### src/rtl/seg_scan_decoder_pkg.sv
// seg_scan_decoder_pkg: segment patterns, anode selects and FSM encoding shared by the scan decoder
package seg_scan_decoder_pkg;

    // Active-low cathode patterns, bit order {g,f,e,d,c,b,a}
    localparam logic [6:0] SEG_0 = 7'b1000000;
    localparam logic [6:0] SEG_1 = 7'b1111001;
    localparam logic [6:0] SEG_2 = 7'b0100100;
    localparam logic [6:0] SEG_3 = 7'b0110000;
    localparam logic [6:0] SEG_4 = 7'b0011001;
    localparam logic [6:0] SEG_5 = 7'b0010010;
    localparam logic [6:0] SEG_6 = 7'b0000010;
    localparam logic [6:0] SEG_7 = 7'b1111000;
    localparam logic [6:0] SEG_8 = 7'b0000000;
    localparam logic [6:0] SEG_9 = 7'b0010000;

    // Indexed by digit value
    localparam logic [9:0][6:0] SEG_TABLE = {SEG_9, SEG_8, SEG_7, SEG_6, SEG_5,
                                             SEG_4, SEG_3, SEG_2, SEG_1, SEG_0};

    localparam logic [6:0] CATH_IDLE = 7'b1111111;

    // Active-low one-hot digit selects; inverting one gives its capture mask
    localparam logic [3:0] AN_D0   = 4'b1110;
    localparam logic [3:0] AN_D1   = 4'b1101;
    localparam logic [3:0] AN_D2   = 4'b1011;
    localparam logic [3:0] AN_D3   = 4'b0111;
    localparam logic [3:0] AN_IDLE = 4'b1111;

    typedef enum logic [1:0] {
        COLLECT = 2'd0,
        CONVERT = 2'd1,
        DONE    = 2'd2
    } state_t;

endpackage

### src/rtl/seg_pattern_decode.sv
// seg_pattern_decode: combinational cathode pattern to BCD digit lookup with a valid flag
module seg_pattern_decode
    import seg_scan_decoder_pkg::*;
(
    input  logic [6:0] seg_i,
    output logic [3:0] digit_o,
    output logic       valid_o
);

    // Match against the ten legal patterns; anything else is undecodable
    always_comb begin
        digit_o = 4'd0;
        valid_o = 1'b0;
        for (int i = 0; i < 10; i++) begin
            if (seg_i == SEG_TABLE[i]) begin
                digit_o = 4'(i);
                valid_o = 1'b1;
            end
        end
    end

endmodule

### src/rtl/seg_scan_decoder.sv
// seg_scan_decoder: recovers a 4-digit value from a multiplexed 7-segment scan; SEG_SCAN_BIN_CONV_EN adds BCD-to-binary conversion
module seg_scan_decoder
    import seg_scan_decoder_pkg::*;
#(
    parameter int STABLE_CYCLES = 4
) (
    input  logic        clk,
    input  logic        rst,
    input  logic [3:0]  seg_anode,
    input  logic [6:0]  seg_cathode,
    output logic [15:0] bcd_out,
    output logic [13:0] bin_out,
    output logic        frame_valid,
    output logic        seg_error
);

    logic [3:0]       anode_q;
    logic [6:0]       cath_q;
    logic [8:0]       cnt_q, cnt_d;
    logic [3:0]       flag_q, flag_d, cap;
    logic [3:0][3:0]  dig_q;
    state_t           state_q, state_d;
    logic [15:0]      bcd_q;
    logic             fv_q;
    logic             accept, an_valid, leave, bad;
    logic [3:0]       dec_digit;
    logic             dec_valid;
`ifdef SEG_SCAN_BIN_CONV_EN
    logic [3:0][3:0]  snap_q;
    logic [13:0]      acc_q, acc_d, bin_q;
    logic [1:0]       step_q;
`endif

    seg_pattern_decode u_decode (
        .seg_i   (cath_q),
        .digit_o (dec_digit),
        .valid_o (dec_valid)
    );

    // Dwell stability counting, acceptance and digit capture masks; the counter
    // saturates above any legal STABLE_CYCLES so a long dwell is accepted once
    always_comb begin
        cnt_d    = ({seg_anode, seg_cathode} != {anode_q, cath_q}) ? 9'd1
                 : (cnt_q == 9'd256) ? cnt_q : cnt_q + 9'd1;
        accept   = cnt_q == 9'(STABLE_CYCLES);
        an_valid = anode_q == AN_D0 || anode_q == AN_D1 || anode_q == AN_D2 || anode_q == AN_D3;
        cap      = (accept && an_valid && dec_valid) ? ~anode_q : 4'b0000;
        bad      = accept && an_valid && !dec_valid;
        leave    = state_q == COLLECT && &flag_q;
        flag_d   = (leave ? 4'b0000 : flag_q) | cap;
`ifdef SEG_SCAN_BIN_CONV_EN
        acc_d    = acc_q * 14'd10 + {10'd0, snap_q[2'd3 - step_q]};
`endif
    end

    // Frame sequencing: collect four digits, optionally convert, then publish
    always_comb begin
        state_d = state_q;
`ifdef SEG_SCAN_BIN_CONV_EN
        state_d = (state_q == COLLECT) ? (&flag_q ? CONVERT : COLLECT)
                : (state_q == CONVERT) ? ((step_q == 2'd3) ? DONE : CONVERT)
                : COLLECT;
`else
        state_d = leave ? DONE : COLLECT;
`endif
    end

    // State, input sampling, digit collection and output registers
    always_ff @(posedge clk) begin
        if (rst) begin
            state_q <= COLLECT;
            anode_q <= AN_IDLE;
            cath_q  <= CATH_IDLE;
            cnt_q   <= 9'd0;
            flag_q  <= 4'b0000;
            dig_q   <= '0;
            bcd_q   <= 16'd0;
            fv_q    <= 1'b0;
`ifdef SEG_SCAN_BIN_CONV_EN
            snap_q  <= '0;
            acc_q   <= 14'd0;
            step_q  <= 2'd0;
            bin_q   <= 14'd0;
`endif
        end else begin
            state_q <= state_d;
            anode_q <= seg_anode;
            cath_q  <= seg_cathode;
            cnt_q   <= cnt_d;
            flag_q  <= flag_d;
            fv_q    <= state_d == DONE;
            for (int i = 0; i < 4; i++)
                if (cap[i]) dig_q[i] <= dec_digit;
`ifdef SEG_SCAN_BIN_CONV_EN
            if (leave) begin
                snap_q <= dig_q;
                acc_q  <= 14'd0;
                step_q <= 2'd0;
            end else if (state_q == CONVERT) begin
                acc_q  <= acc_d;
                step_q <= step_q + 2'd1;
            end
            if (state_q == CONVERT && state_d == DONE) begin
                bcd_q <= snap_q;
                bin_q <= acc_d;
            end
`else
            if (leave) bcd_q <= dig_q;
`endif
        end
    end

    assign bcd_out     = bcd_q;
    assign frame_valid = fv_q & ~rst;
    assign seg_error   = bad & ~rst;
`ifdef SEG_SCAN_BIN_CONV_EN
    assign bin_out     = bin_q;
`else
    assign bin_out     = 14'd0;
`endif

endmodule
### config.mk
export PLATFORM = sky130hd
export DESIGN_NAME = seg_scan_decoder
export DESIGN_NICKNAME = d
export VERILOG_FILES = /design/src/rtl/seg_scan_decoder_pkg.sv /design/src/rtl/seg_pattern_decode.sv /design/src/rtl/seg_scan_decoder.sv
export SDC_FILE = /design/constraint.sdc
export NUM_CORES = 1
export LEC_CHECK = 0
export ABC_AREA = 1
export ABC_CLOCK_PERIOD_IN_PS = 2100
export CORE_AREA = 4 4 78 80
export DETAILED_ROUTE_END_ITERATION = 12
export DIE_AREA = 0 0 82 84
export GPL_TIMING_DRIVEN = 0
export PLACE_DENSITY_LB_ADDON = 0.05
export SLEW_MARGIN = 20
export SYNTH_ARGS = -nofsm -noshare
export SYNTH_HDL_FRONTEND = slang
export SYNTH_SLANG_ARGS = --single-unit
### constraint.sdc
create_clock -name clk -period 2.1 [get_ports clk]
set_input_delay 0.42 -clock clk [delete_from_list [all_inputs] [get_ports clk]]
set_output_delay 0.42 -clock clk [all_outputs]
set_load 0.03 [all_outputs]
==> results of run 1 <==
-- logic make-up after synthesis --
| family | after synthesis |
|---|---|
| compound gates | 41 |
| fa+ha+maj | 2 |
| flops | 57 |
| xor+xnor | 11 |
| simple gates | 185 |
| other cells | 1 |
| buf+inv | 84 |
-- state kept, by name, indices dropped and copies added, names as in the netlist --
register,flops
bcd_out,16
dig_q,16
cnt_q,9
cath_q,7
anode_q,4
flag_q,4
state_q,1
-- final cells by class --
class,instances,area share
multi-input combinational,253,0.3790
tap,72,0.02450
clock inverter,5,0.02110
buffer,23,0.04287
sequential,57,0.3147
inverter,59,0.06159
clock buffer,11,0.04117
timing repair buffer,46,0.1150
-- what timing repair did --
| item | CTS | global route |
|---|---|---|
| buffers inserted | 0 | 16 |
| setup endpoints to repair | 2 | 2 |
| pin swaps | 1 | 11 |
| resized for setup | 9 | 40 |
-- metal layers --
metal	vias up	global-route usage	share of wire
li1	1293	-	-
met1	1098	0.2177	0.44
met2	48	0.2763	0.49
met3	11	0.04860	0.047
met4	0	0.07704	0.020
met5	-	0	0
-- critical path: cells and delay by family (launching register included) --
kind | cells | cell delay [ns]
AND/OR/NAND/NOR | 7 | 0.78
flip-flops | 1 | 0.35
buffers and inverters | 2 | 0.24
-- worst paths after layout --
| kind | from | slack (ns) | endpoint |
|---|---|---|---|
| setup / recovery | cath_q[0] | -0.02 | seg_error |
| hold / removal | dig_q[14] | 0.46 | bcd_out[14] |
| setup reg to reg | cath_q[6] | 0.28 | dig_q[12] |
| hold reg to reg | dig_q[14] | 0.46 | bcd_out[14] |
-- layout by cell type (no fill, tap or decap), types with 11 or more instances in the layout --
master,count
sky130_fd_sc_hd__clkbuf_8,11
sky130_fd_sc_hd__buf_4,30
sky130_fd_sc_hd__conb_1,14
sky130_fd_sc_hd__o21ai_0,18
sky130_fd_sc_hd__nor2_1,38
sky130_fd_sc_hd__nand4_1,16
sky130_fd_sc_hd__dfxtp_1,50
sky130_fd_sc_hd__nand2_1,76
sky130_fd_sc_hd__clkdlybuf4s50_1,27
sky130_fd_sc_hd__a21oi_1,23
sky130_fd_sc_hd__inv_1,53
-- power groups by stage --
stage	logic [mW]	registers [mW]	clock network [mW]
floorplan	0.136	1.13	0
global placement	0.178	1.13	0
detailed placement	0.179	1.13	0
CTS	0.179	1.11	1.19
global route	0.220	1.11	1.25
finish	0.201	1.11	1.16
-- metrics by stage --
stage               instances  power, mW  setup slack (ns)    util  hold slack, ns
CTS                       511      2.474           -0.2602  0.6389          0.4562
global route              526      2.580           -0.1342  0.6803          0.4703
finish                    526      2.471          -0.01555  0.6803          0.4574
floorplan                 394      1.265           0.05766       -          0.4291
detailed placement        496      1.310           -0.5437  0.5977          0.4461
global placement          496      1.308           -0.5467  0.5977          0.4396
==> impl_metrics.yaml, run 1 <==
run_status:
  status: "finished with violations"
  violations: "setup timing"
logic_synthesis:
  synth.distinct_cells: 30
  synthesis.instances: 381
  asyncSetResetFlopFracSynth: 0
  synth_top_cell_area_share: 0.4088
  synth_ff_type: "sky130_fd_sc_hd__dfxtp_1"
  synth_area_um2: 2791
  yosysSeqAreaShare: 0.4088
  synth.avg_cell_area_um2: 7.327
  synth_fa_ha_area_frac: 0.008965
  synth_simple_gate_area_share: 0.3303
  netlist.top_cell.by_area: "sky130_fd_sc_hd__dfxtp_1"
  ys_top_cells_by_area: "sky130_fd_sc_hd__dfxtp_1 41%, sky130_fd_sc_hd__nand2_1 12%, sky130_fd_sc_hd__inv_1 7.4%"
  synth_enable_flop_cells: 0
  synth.most_common_cell: "sky130_fd_sc_hd__nand2_1"
  yosys_warnings: 0
  synth_top_family_by_area: "simple AND/OR/NAND/NOR gates"
  ys_seq_elements: 57
  synth.top_cells.by_count: "86 x sky130_fd_sc_hd__nand2_1, 57 x sky130_fd_sc_hd__dfxtp_1, 55 x sky130_fd_sc_hd__inv_1, 44 x sky130_fd_sc_hd__nor2_1, 23 x sky130_fd_sc_hd__a21oi_1"
  synthXorXnorAreaFrac: 0.03451
  synth-compound-area-share: 0.07351
  synth.area.mux_share: 0
cells_and_area:
  fillers: 491
  inserted_diodes: 0
  fin_nets: 464
  post_route_cells_drive_above_1_share: 0.2313
  signed_area_change_from_the_synthesized_netlist_to_the_final_layout_pct: 31.73
  final-seq-area_um2: 1157
  finish.instance_area_um2: 3677
  multi_input_comb_area_um2: 1394
clock_tree:
  cts.path.max_buffers: 2
  clk-insertion-delay-late_ns: 0.34
  cts.reportedPaths.clkPinSlew_ns: 0.06
  htree_num_levels: 3
  tritoncts_clock_tree: "built"
  cts.sink_count: 57
  cts_buffers: 9
  hold_buffers: 0
  ctsRootBufferMaster: "sky130_fd_sc_hd__clkbuf_8"
timing:
  timing.final.crit_share: 1.007
  timing.final.max_slew_violations: 0
  timing.final.ws_setup_ns: -0.01555
  fin_skew_ns: 0.006381
  grt_setup_unrepaired: "true"
  worst-slew-pin-transition_ns: 0.5560
  maxClockFrequency_mhz: 472.7
  setup_viol: 1
  finalSetupTns_ns: -0.01555
  slew_headroom: 0.6254
  final_period_minus_worst_setup_slack_ns: 2.116
  hold_viol: 0
routing:
  avgRoutedWirePerCell_um: 10.79
  mean_number_of_vias_per_cell: 4.658
  drt_pre_antenna_iters: 4
  wirelength_mm: 5.678
  drt_first_iter_violations: 63
  num_vias: 2450
  drc_errors: 0
  route.antenna.remaining_nets: 0
pwr:
  p_leak_nw: 1.712
  cell_internal_pwr_mw: 1.904
  pwr_density_cell_nw_per_um2: 671.9
  power_frac_comb: 0.082
  p_clk_frac: 0.470
  power.switching_uw: 566.4
  vdd_ir_drop_max_uv: 536.1
  power_frac_seq: 0.449
  power.switching_fraction: 0.2292
place:
  place.port_buffers: 30
  routabilityCongestion: 0.7916
  post_dp_cell_area_um2: 3231
  place.detailed.hpwl_mm: 3.943
global_route:
  first_pass_grt_wire_length_mm: 9.266
  globalRouteOverflowTotal: 0
  grt_start_max_net_pins: 14
  globalRouteTotalUtil: 0.1747
  grt_antenna_before_repair: 0
  grt_pass1_vias: 2095
worst_setup_path:
  critPathCaptureType: "output port"
  critical_path_required_ns: 1.68
  path_max_fanout: 8
  slowest_library_cell_on_the_worst_path: "sky130_fd_sc_hd__dfxtp_2"
  worst_path_largest_cell_delay_ns: 0.35
  timing.critical_path.cells: "inv_2 -> nand2_4 -> nor2_2 -> nand2_1 -> nand2_2 -> nor2_4 -> nand2_8 -> nor4_4 -> buf_6"
  critical_path_class: "register to output port"
  startpoint_type: "register"
  r2r_cells: 12
  critical_path_at_ns: 1.70
die:
  std_cell_rows: 27
  initial_utilization: 0.5164
  fp.dieH_um: 84
  core_um2: 5405
  pin_count: 45
  die_w_um: 82
  die_area_um2: 6888
hold_path:
  hp-class: "register to register"
  hold_depth: 2
flow_run:
  max_cap_viols: 0
Note: power is estimated with default switching activity, not from simulation.
==> inputs of run 2 (changes only) <==
--- a/config.mk
+++ b/config.mk
@@ -11,8 +11,10 @@
 export DETAILED_ROUTE_END_ITERATION = 12
 export DIE_AREA = 0 0 82 84
 export GPL_TIMING_DRIVEN = 0
+export HOLD_SLACK_MARGIN = 0.06
+export MAX_ROUTING_LAYER = met4
 export PLACE_DENSITY_LB_ADDON = 0.05
-export SLEW_MARGIN = 20
+export SLEW_MARGIN = 25
 export SYNTH_ARGS = -nofsm -noshare
 export SYNTH_HDL_FRONTEND = slang
 export SYNTH_SLANG_ARGS = --single-unit
==> run 2 against run 1 <==
Compared with the run above: the flow still finishes with violations (setup timing); clock power about the same; register-to-register slack about the same; maximum frequency about the same; die area unchanged; hold slack about the same; critical endpoint unchanged; highest routed layer unchanged.
==> impl_metrics.yaml, run 2 (synthesized netlist as in run 1, its figures left out) <==
die:
  initial_utilization: 0.5164
  core_um2: 5405
  die_area_um2: 6888
  std_cell_rows: 27
  pin_count: 45
  fp.dieH_um: 84
  die_w_um: 82
worst_setup_path:
  critical_path_class: "register to output port"
  worst_path_largest_cell_delay_ns: 0.35
  startpoint_type: "register"
  slowest_library_cell_on_the_worst_path: "sky130_fd_sc_hd__dfxtp_2"
  critical_path_required_ns: 1.68
  r2r_cells: 12
  timing.critical_path.cells: "inv_2 -> nand2_4 -> nor2_2 -> nand2_1 -> nand2_2 -> nor2_4 -> nand2_8 -> nor4_4 -> buf_6"
  reg2reg_to: "dig_q[12]"
  worst_r2r_startpoint: "cath_q[6]"
  critical_path_at_ns: 1.70
  critPathCaptureType: "output port"
  regToRegSetupSlack_ns: 0.28
  startpoint: "cath_q[0]"
  path_max_fanout: 8
  critPathCapture: "seg_error"
flow_run:
  max_cap_viols: 0
clock_tree:
  cts.reportedPaths.clkPinSlew_ns: 0.06
  clk-insertion-delay-late_ns: 0.34
  cts.path.max_buffers: 2
  ctsRootBufferMaster: "sky130_fd_sc_hd__clkbuf_8"
  hold_buffers: 0
  tritoncts_clock_tree: "built"
  cts.sink_count: 57
  cts_buffers: 9
  htree_num_levels: 3
routing:
  mean_number_of_vias_per_cell: 4.652
  drc_errors: 0
  wirelength_mm: 5.675
  avgRoutedWirePerCell_um: 10.79
  num_vias: 2447
  drt_pre_antenna_iters: 4
  route.antenna.remaining_nets: 0
  drt_first_iter_violations: 68
cells_and_area:
  finish.instance_area_um2: 3677
  post_route_cells_drive_above_1_share: 0.2313
  inserted_diodes: 0
  top_library_cells_by_usage_in_the_layout_fill_and_taps_aside: "76 x sky130_fd_sc_hd__nand2_1, 53 x sky130_fd_sc_hd__inv_1, 50 x sky130_fd_sc_hd__dfxtp_1, 38 x sky130_fd_sc_hd__nor2_1, 30 x sky130_fd_sc_hd__buf_4"
  finish.cell_count_without_fillers: 526
  postLayoutCoreUtil: 0.6803
  layout.cells.most_common: "sky130_fd_sc_hd__nand2_1"
  fin_nets: 464
  signed_area_change_from_the_synthesized_netlist_to_the_final_layout_pct: 31.73
timing:
  setup_viol: 1
  timing.final.ws_setup_ns: -0.01616
  worst-slew-pin-transition_ns: 0.5191
  fin_skew_ns: 0.006381
  timing.final.max_slew_violations: 0
  slew_headroom: 0.6503
  maxClockFrequency_mhz: 472.6
  grt_setup_unrepaired: "true"
  timing.final.crit_share: 1.008
  hold_viol: 0
  final_period_minus_worst_setup_slack_ns: 2.116
place:
  routabilityCongestion: 0.8028
  place_worst_setup_slack_ns: -0.5437
  place.detailed.hpwl_mm: 3.943
  place.port_buffers: 30
  place.detailed.instances: 496
  post_dp_cell_area_um2: 3231
run_status:
  violations: "setup timing"
  status: "finished with violations"
hold_path:
  hp-class: "register to register"
pwr:
  pwr_density_cell_nw_per_um2: 672.6
  power_total_mw: 2.473
  vdd_ir_drop_max_uv: 536.1
  p_leak_nw: 1.712
global_route:
  grt_start_max_net_pins: 14
  grt_pass1_vias: 2094
  globalRouteOverflowTotal: 0
  grt_antenna_before_repair: 0
  first_pass_grt_wire_length_mm: 9.273
  globalRouteTotalUtil: 0.1794
==> run 2: cell counts in the layout (fill, tap and decap cells not counted) <==
Identical to the previous run, type by type.
==> run 2: area by class of cell <==
type | instances | area (um^2)
Fill cell | 491 | 1728
Multi-Input combinational cell | 253 | 1394
Sequential cell | 57 | 1157
Timing Repair Buffer | 46 | 422.9
Inverter | 59 | 226.5
Buffer | 23 | 157.7
Clock buffer | 11 | 151.4
Tap cell | 72 | 90.09
Clock inverter | 5 | 77.57
==> run 2: worst min path at each step <==
stage                          from          end  cells after the start
after floorplan           dig_q[10]  bcd_out[10]                      2
after global placement    dig_q[12]  bcd_out[12]                      2
after detailed placement   dig_q[2]   bcd_out[2]                      2
after CTS                  dig_q[2]   bcd_out[2]                      2
after global routing      dig_q[14]  bcd_out[14]                      2
final                     dig_q[14]  bcd_out[14]                      2
==> run 2: power by group <==
part | internal [mW] | switching [mW]
sequential | 1.09 | 0.0159
combinational | 0.0833 | 0.118
clock | 0.728 | 0.435
==> run 2: worst max-delay path: cells and delay by family (launching register included) <==
family	cells	cell delay [ns]
buffers and inverters	2	0.24
flip-flops	1	0.35
AND/OR/NAND/NOR	7	0.78
==> run 2: repair_timing <==
| item | 4_1_cts | 5_1_grt |
|---|---|---|
| setup buffers | 0 | 16 |
| resized for setup | 9 | 40 |
| pin swaps | 1 | 11 |
| setup endpoints to repair | 2 | 2 |
==> run 2: per-layer routing <==
| layer | wire length [um] | track usage |
|---|---|---|
| met5 | 0 | - |
| met3 | 245 | 0.04860 |
| met1 | 2516 | 0.2177 |
| met2 | 2796 | 0.2763 |
| met4 | 116 | 0.07704 |
==> run 2: stage by stage <==
stage,hold slack [ns],TNS [ns]
after CTS,0.4562,-0.2602
final,0.4574,-0.01616
after global placement,0.4396,-0.9082
after global routing,0.4703,-0.1342
after detailed placement,0.4461,-0.9136
after floorplan,0.4291,0
